==> config.mk <==
export PLATFORM = sky130hd
export DESIGN_NAME = vga_display_ctrl
export DESIGN_NICKNAME = d
export VERILOG_FILES = /design/src/rtl/vga_display_ctrl.sv
export SDC_FILE = /design/constraint.sdc
export NUM_CORES = 1
export LEC_CHECK = 0
export ABC_AREA = 1
export CAP_MARGIN = 15
export CORE_UTILIZATION = 53
export DETAILED_ROUTE_END_ITERATION = 10
export GPL_TIMING_DRIVEN = 0
export HOLD_SLACK_MARGIN = 0.1
export PLACE_DENSITY_LB_ADDON = 0.3
export SETUP_SLACK_MARGIN = 0.3
export SLEW_MARGIN = 20
export SYNTH_ARGS = -nofsm -noshare
export SYNTH_HDL_FRONTEND = slang
export SYNTH_SLANG_ARGS = --single-unit
==> constraint.sdc <==
create_clock -name clk -period 4.9 [get_ports clk]
set_input_delay 0.735 -clock clk [delete_from_list [all_inputs] [get_ports clk]]
set_output_delay 0.735 -clock clk [all_outputs]
set_load 0.01 [all_outputs]
==> src/rtl/vga_display_ctrl.sv <==
// Raster timing and frame-synchronous digit/colon update controller for the
// six-digit seven-segment VGA clock display.
module vga_display_ctrl #(
    parameter int unsigned PIX_DIV      = 4,
    parameter int unsigned H_TOTAL      = 800,
    parameter int unsigned H_SYNC       = 96,
    parameter int unsigned H_ACT_START  = 144,
    parameter int unsigned H_ACT_END    = 784,
    parameter int unsigned V_TOTAL      = 525,
    parameter int unsigned V_SYNC       = 2,
    parameter int unsigned V_ACT_START  = 35,
    parameter int unsigned V_ACT_END    = 515,
    parameter int unsigned BLINK_FRAMES = 30
) (
    input  logic        clk,
    input  logic        reset,
    input  logic        upd_valid,
    output logic        upd_ready,
    input  logic [41:0] upd_digits,
    input  logic        colon_blink_en,
    output logic [9:0]  horiz_Cnt,
    output logic [9:0]  vert_Cnt,
    output logic        hsync,
    output logic        vsync,
    output logic        video_on,
    output logic [6:0]  digit1,
    output logic [6:0]  digit2,
    output logic [6:0]  digit3,
    output logic [6:0]  digit4,
    output logic [6:0]  digit5,
    output logic [6:0]  digit6,
    output logic        colon_on,
    output logic        frame_start
);

    localparam int unsigned CNT_W = 10;
    localparam int unsigned DIG_W = 42;
    localparam int unsigned DIV_W = (PIX_DIV > 1) ? $clog2(PIX_DIV) : 1;
    localparam int unsigned BLK_W = (BLINK_FRAMES > 1) ? $clog2(BLINK_FRAMES) : 1;

    typedef enum logic {
        IDLE    = 1'b0,
        PENDING = 1'b1
    } upd_state_e;

    logic [DIV_W-1:0] div_q, div_d;
    logic [CNT_W-1:0] h_q, h_d;
    logic [CNT_W-1:0] v_q, v_d;
    logic             tick;
    logic             h_wrap;
    logic             frame_wrap;
    logic             frame_start_q;

    upd_state_e       state_q;
    logic [DIG_W-1:0] shadow_q;
    logic [DIG_W-1:0] digits_q;

    logic [BLK_W-1:0] blink_cnt_q;
    logic             phase_q;

    assign tick       = (div_q == DIV_W'(PIX_DIV - 1));
    assign h_wrap     = tick && (h_q == CNT_W'(H_TOTAL - 1));
    assign frame_wrap = h_wrap && (v_q == CNT_W'(V_TOTAL - 1));

    // Next-state for the pixel divider and raster counters
    always_comb begin
        div_d = tick ? '0 : div_q + DIV_W'(1);
        h_d   = h_q;
        v_d   = v_q;
        if (tick) begin
            h_d = h_wrap ? '0 : h_q + CNT_W'(1);
        end
        if (h_wrap) begin
            v_d = (v_q == CNT_W'(V_TOTAL - 1)) ? '0 : v_q + CNT_W'(1);
        end
    end

    // Raster counter registers and the frame-wrap pulse
    always_ff @(posedge clk) begin
        if (reset) begin
            div_q         <= '0;
            h_q           <= '0;
            v_q           <= '0;
            frame_start_q <= 1'b0;
        end else begin
            div_q         <= div_d;
            h_q           <= h_d;
            v_q           <= v_d;
            frame_start_q <= frame_wrap;
        end
    end

    // Update handshake: capture into shadow, commit to the decoder at frame wrap
    always_ff @(posedge clk) begin
        if (reset) begin
            state_q  <= IDLE;
            shadow_q <= '1;
            digits_q <= '1;
        end else begin
            case (state_q)
                IDLE: begin
                    if (upd_valid) begin
                        shadow_q <= upd_digits;
                        state_q  <= PENDING;
                    end
                end
                PENDING: begin
                    if (frame_wrap) begin
                        digits_q <= shadow_q;
                        state_q  <= IDLE;
                    end
                end
                default: state_q <= IDLE;
            endcase
        end
    end

    // Colon blink phase, advanced in whole frames while blinking is enabled
    always_ff @(posedge clk) begin
        if (reset || !colon_blink_en) begin
            blink_cnt_q <= '0;
            phase_q     <= 1'b1;
        end else if (frame_wrap) begin
            if (blink_cnt_q == BLK_W'(BLINK_FRAMES - 1)) begin
                blink_cnt_q <= '0;
                phase_q     <= ~phase_q;
            end else begin
                blink_cnt_q <= blink_cnt_q + BLK_W'(1);
            end
        end
    end

    // Ready is suppressed during reset so nothing is accepted while state is cleared
    assign upd_ready = (state_q == IDLE) && !reset;

    assign horiz_Cnt   = h_q;
    assign vert_Cnt    = v_q;
    assign hsync       = ~(h_q < CNT_W'(H_SYNC));
    assign vsync       = ~(v_q < CNT_W'(V_SYNC));
    assign video_on    = (h_q >= CNT_W'(H_ACT_START)) && (h_q < CNT_W'(H_ACT_END)) &&
                         (v_q >= CNT_W'(V_ACT_START)) && (v_q < CNT_W'(V_ACT_END));
    assign frame_start = frame_start_q;
    assign colon_on    = ~colon_blink_en | phase_q;

    assign digit1 = digits_q[6:0];
    assign digit2 = digits_q[13:7];
    assign digit3 = digits_q[20:14];
    assign digit4 = digits_q[27:21];
    assign digit5 = digits_q[34:28];
    assign digit6 = digits_q[41:35];

endmodule

# == Yosys cells after proc, flatten, opt, wreduce, memory -nomap -nowiden ==
# Cells that the tools add are included.
# totals
out_inout_bits,68
register_bits,114
wordCells,48
in_bits,46
# op_classes
order_cmp,6
add_sub_neg,4
eq_ne,4
n_reduce_logical,13
bitwise_logic,6
n_mux,6
# ops
op,count
$add A10 B1 Y10 const B,2
$eq A10 B10 Y1 const B,2
$lt A10 B10 Y1 const B,2
$mux W10,2
$ge A10 B6 Y1 const B,1
$ge A10 B8 Y1 const B,1
$lt A10 B2 Y1 const B,1
$lt A10 B7 Y1 const B,1
$logic_and A1 B1 Y1,6
$reduce_and A2 Y1,3
$add A5 B1 Y5 const B,1
$eq A5 B5 Y1 const B,1
$mux W5,1
$not A1 Y1,5
$add A2 B1 Y2 const B,1
$eq A2 B2 Y1 const B,1
$logic_not A1 Y1,2
$mux W1,2
$pmux W1 S2,1
$reduce_or A2 Y1,1
$logic_or A1 B1 Y1,1
$or A1 B1 Y1,1

# == Depth between registers and ports, before layout ==
# depth
ltp_word,5
ltp_mapped,12
ltp_nobuf,11

# == Worst setup path before layout ==
# Ideal clock, no wire load.
# synth_path
kind,input -> output
start,input port reset
end,output port upd_ready
arrival_ps,1069
path_stages,2
slack_ps,3096
required_ps,4165
path_buffers,1
cell_sequence,buf_2 nor2_1
# synth_between
elab_chain_len,2
# synth_lines
element,line_no,rtl
"start, declared",16,"input logic reset,"
$logic_not A1 Y1,134,assign upd_ready = (state_q == IDLE) && !reset;
$logic_and A1 B1 Y1,134,
"end, declared",18,"output logic upd_ready,"
# Every way passes these cells.

# == Worst setup path in the final report ==
# layout_path
start,"register v_q[1], in the netlist vert_Cnt[1]"
end,output port video_on
# layout_between
elab_chain_len,3
elab_cells_between_ends,4
classes_between,order compare: 2; reduce/logical: 2
# layout_lines
element,line_no,rtl
"start, declared",48,"logic [CNT_W-1:0] v_q, v_d;"
"start signal, assigned",88,v_q <= v_d;
$ge A10 B6 Y1,141,(v_q >= CNT_W'(V_ACT_START)) && (v_q < CNT_W'(V_ACT_END));
$logic_and A1 B1 Y1,140,assign video_on = (h_q >= CNT_W'(H_ACT_START)) && (h_q < CNT_W'(H_ACT_END)) &&
$logic_and A1 B1 Y1 *,141,
"end, declared",25,"output logic video_on,"
# Every way passes the cells marked *; elsewhere a longest branch is shown, timed or not.

==> impl_metrics.env <==
export IMPL_p_clk_frac=0.542
export IMPL_cp_start_kind="register"
export IMPL_worst_endpoint_arrival_ps=2170
export IMPL_synth_fp_nets=677
export IMPL_io_pins=114
export IMPL_grt_pass1_wl_um=19700
export IMPL_std_cell_rows=33
export IMPL_vdd_ir_drop_worst_v=0.000237
export IMPL_drt_initial_drc_count=228
export IMPL_async_reset_ff_frac=0
export IMPL_cts_root_to_sink_buffers=2
export IMPL_dr_total_vias=4633
export IMPL_timing_critical_path_to_type="output pin"
export IMPL_width_of_the_die_um=95.5
export IMPL_grt_remaining_overflow=0
export IMPL_worst_path_max_delay_cell="sky130_fd_sc_hd__clkdlybuf4s50_1"
export IMPL_dieHeight_um=95.5
export IMPL_clock_root_buffer="sky130_fd_sc_hd__clkbuf_8"
export IMPL_worst_margin_pin_slew_ps=570
export IMPL_number_of_antenna_violations_at_the_first_check_in_global_routing=0
export IMPL_timing_final_max_slew_violations=0
export IMPL_grt_max_degree=17
export IMPL_grtUsageTotal=0.282
export IMPL_mappedNetlistArea_um2=4630
export IMPL_drive_above_1_share=0.0755
export IMPL_tritoncts="yes"
export IMPL_grt_setup_unrepaired="false"
export IMPL_critical_path_max_stage_delay_ps=540
export IMPL_power_density_cell_area_nw_per_um2=370
export IMPL_syn_mean_instance_area_um2=7.42
export IMPL_yosys_warnings=0
export IMPL_insertion_delay_ps=520
export IMPL_final_cells=873
export IMPL_cts_reportedPaths_clkPinSlew_ps=60
export IMPL_post_place_cells=841
export IMPL_switching_share=0.227
export IMPL_synth_cell_types=32
export IMPL_power_leakage_nw=2.97
export IMPL_fillCellCount=575
export IMPL_max_cap_viol_count=0
export IMPL_dp_hpwl_um=8140
export IMPL_placeableCoreArea_um2=8340
export IMPL_fin_crit_ps=2910
export IMPL_areaGrowthSynthToFinish_pct=40.6
export IMPL_port_buffers=112
export IMPL_clock_sink_count=114
export IMPL_detail_route_first_pass_iterations=5
export IMPL_grt_pass1_vias=4354
export IMPL_combPwrFrac=0.053
export IMPL_min_period_over_period=0.594
export IMPL_postSynthCellCount=624
export IMPL_ctsResizeCount=0
export IMPL_critical_path_top_cell_by_count="sky130_fd_sc_hd__nor2_1"
export IMPL_power_report_internal_total_mw=1.86
export IMPL_synth_edff_count=0
export IMPL_cts_hold_buffers=0
export IMPL_critical_path_class="reg2out"
export IMPL_finalNetCount=808
export IMPL_slew_headroom=0.618
export IMPL_max_freq_mhz=344
export IMPL_ys_flop_type="sky130_fd_sc_hd__dfxtp_1"
export IMPL_place_congestion=0.867
export IMPL_min_delay_path_class="reg2reg"
export IMPL_finalSetupViolations=0
export IMPL_synth_seq_area_share=0.493
export IMPL_h_tree_depth=4
export IMPL_number_of_hold_violations_in_the_final_report=0
export IMPL_cts_repair_timing_setup_buffer_count=0
export IMPL_initial_utilization=0.556
export IMPL_diodes=0
export IMPL_drt_total_wl_um=12200
export IMPL_setup_tns_ps=0
export IMPL_fin_util=0.781
export IMPL_status="completed"
export IMPL_ys_seq_elements=114
export IMPL_die_area_um2=9120
export IMPL_post_drt_wl_per_cell_um=14.0
export IMPL_seq_power_share=0.405
export IMPL_finClkSkew_ps=9.04
export IMPL_detail_route_antenna_nets=0
export IMPL_number_of_remaining_drc_errors=0
export IMPL_cells_along_the_critical_path="ha_1 > nor2_1 > o21ai_0 > nand3_1 > nor2_1 > clkdlybuf4s50_1"
export IMPL_net_switching_power_mw=0.545
export IMPL_avgViaCountPerCell=5.31
export IMPL_cp_max_fo=5
export IMPL_cts_buffers=17
export IMPL_critical_path_required_ps=4160
==> final timing paths <==
check / start / end / slack [ps] / cells past startpoint
worst max-delay path: vert_Cnt[1]$_SDFFE_PP0P_ / video_on / 1990 / 6
worst min-delay path: div_q[0]$_SDFF_PP0_ / div_q[0]$_SDFF_PP0_ / 420 / 1
worst max register to register: horiz_Cnt[0]$_SDFFE_PP0P_ / digits_q[22]$_SDFFE_PP1P_ / 3020 / 11
worst min register to register: div_q[0]$_SDFF_PP0_ / div_q[0]$_SDFF_PP0_ / 420 / 1
==> worst max-delay path, delay by kind of cell (launching register included) <==
family / cells / cell delay (ps)
AOI/OAI and AO/OA: 1 / 200
DFF: 1 / 410
adders and majority gates: 1 / 230
buffers and inverters: 1 / 540
and+or+nand+nor: 3 / 260
==> flip-flops by register name, summed over array words and instances (netlist names) <==
register,flops
vert_Cnt,10
digits_q,42
phase_q,1
frame_start,1
state_q,1
horiz_Cnt,10
shadow_q,42
blink_cnt_q,5
div_q,2
==> cells by family (layout without fill, tap and decap cells) <==
group | Yosys count | after routing | synth area share
DFF | 114 | 114 | 0.493
and+or+nand+nor | 393 | 393 | 0.368
AOI/OAI and AO/OA | 30 | 30 | 0.0346
buffers and inverters | 75 | 219 | 0.0764
xor gates and xnor gates | 5 | 5 | 0.00945
adders and majority gates | 7 | 7 | 0.0189
==> layout by cell type, fill, tap and decap left out, types with 2 or more instances in the layout <==
master / netlist / final
sky130_fd_sc_hd__a21oi_1: 11 / 11
sky130_fd_sc_hd__a31oi_1: 2 / 2
sky130_fd_sc_hd__buf_1: 3 / 3
sky130_fd_sc_hd__buf_4: 2 / 2
sky130_fd_sc_hd__buf_6: 8 / 8
sky130_fd_sc_hd__bufinv_16: 0 / 4
sky130_fd_sc_hd__clkbuf_1: 14 / 14
sky130_fd_sc_hd__clkbuf_16: 0 / 16
sky130_fd_sc_hd__clkbuf_8: 0 / 2
sky130_fd_sc_hd__clkdlybuf4s50_1: 0 / 112
sky130_fd_sc_hd__clkinv_1: 2 / 2
sky130_fd_sc_hd__clkinv_2: 1 / 2
sky130_fd_sc_hd__clkinv_4: 0 / 2
sky130_fd_sc_hd__clkinvlp_4: 0 / 3
sky130_fd_sc_hd__dfxtp_1: 114 / 114
sky130_fd_sc_hd__ha_1: 7 / 7
sky130_fd_sc_hd__inv_1: 42 / 42
sky130_fd_sc_hd__inv_6: 0 / 4
sky130_fd_sc_hd__nand2_1: 221 / 221
sky130_fd_sc_hd__nand2_2: 2 / 2
sky130_fd_sc_hd__nand2_4: 2 / 2
sky130_fd_sc_hd__nand3_1: 104 / 104
sky130_fd_sc_hd__nand4_1: 7 / 7
sky130_fd_sc_hd__nor2_1: 43 / 43
sky130_fd_sc_hd__nor2_2: 3 / 3
sky130_fd_sc_hd__nor2_4: 3 / 3
sky130_fd_sc_hd__nor3_1: 5 / 5
sky130_fd_sc_hd__o21ai_0: 13 / 13
sky130_fd_sc_hd__xor2_1: 5 / 5
==> Yosys cell counts (2+ instances only) <==
| cell | number | share of area |
|---|---|---|
| sky130_fd_sc_hd__nor3_1 | 5 | 0.0054 |
| sky130_fd_sc_hd__a21oi_1 | 11 | 0.012 |
| sky130_fd_sc_hd__nor2_4 | 3 | 0.0073 |
| sky130_fd_sc_hd__dfxtp_1 | 114 | 0.49 |
| sky130_fd_sc_hd__xor2_1 | 5 | 0.0095 |
| sky130_fd_sc_hd__clkbuf_1 | 14 | 0.011 |
| sky130_fd_sc_hd__buf_1 | 3 | 0.0024 |
| sky130_fd_sc_hd__clkinv_1 | 2 | 0.0016 |
| sky130_fd_sc_hd__nand2_4 | 2 | 0.0049 |
| sky130_fd_sc_hd__o21ai_0 | 13 | 0.014 |
| sky130_fd_sc_hd__nand2_1 | 221 | 0.18 |
| sky130_fd_sc_hd__ha_1 | 7 | 0.019 |
| sky130_fd_sc_hd__nand2_2 | 2 | 0.0027 |
| sky130_fd_sc_hd__nand4_1 | 7 | 0.0095 |
| sky130_fd_sc_hd__buf_6 | 8 | 0.019 |
| sky130_fd_sc_hd__buf_4 | 2 | 0.0032 |
| sky130_fd_sc_hd__inv_1 | 42 | 0.034 |
| sky130_fd_sc_hd__nand3_1 | 104 | 0.11 |
| sky130_fd_sc_hd__nor2_1 | 43 | 0.035 |
| sky130_fd_sc_hd__a31oi_1 | 2 | 0.0027 |
| sky130_fd_sc_hd__nor2_2 | 3 | 0.0041 |
==> power by group through the flow <==
stage / Combinational [mW] / Sequential, mW / Clock (mW)
after CTS: 0.129 / 0.974 / 1.31
after detailed placement: 0.124 / 0.993 / 0
after global routing: 0.145 / 0.978 / 1.35
after floorplan: 0.0671 / 0.990 / 0
after global placement: 0.121 / 0.992 / 0
final: 0.128 / 0.975 / 1.30
==> metal layers <==
| layer | track usage | part of all wire | vias to the layer above |
|---|---|---|---|
| met5 | 0 | 0 | - |
| met4 | 0.147 | 0.034 | 0 |
| met3 | 0.0774 | 0.068 | 39 |
| met2 | 0.469 | 0.48 | 185 |
| met1 | 0.332 | 0.42 | 2153 |
| li1 | - | - | 2256 |
==> through the flow <==
stage	setup WS (ps)	cell area [um^2]	hold WS [ps]	power [mW]
2_1_floorplan	3100	4630	399	1.06
3_3_place_gp	2210	5890	407	1.11
3_5_place_dp	2180	5890	417	1.12
4_1_cts	2000	6510	425	2.41
5_1_grt	1880	6510	450	2.47
6_report	1990	6510	422	2.41
==> area by class of cell <==
type / instances / area [um^2] / area share
Buffer: 28 / 174 / 0.0267
Clock buffer: 18 / 428 / 0.0657
Clock inverter: 14 / 200 / 0.0307
Inverter: 47 / 180 / 0.0277
Multi-Input combinational cell: 435 / 2000 / 0.307
Sequential cell: 114 / 2280 / 0.350
Tap cell: 105 / 131 / 0.0202
Timing Repair Buffer: 112 / 1120 / 0.172
Power figures use the tool's default switching activity.
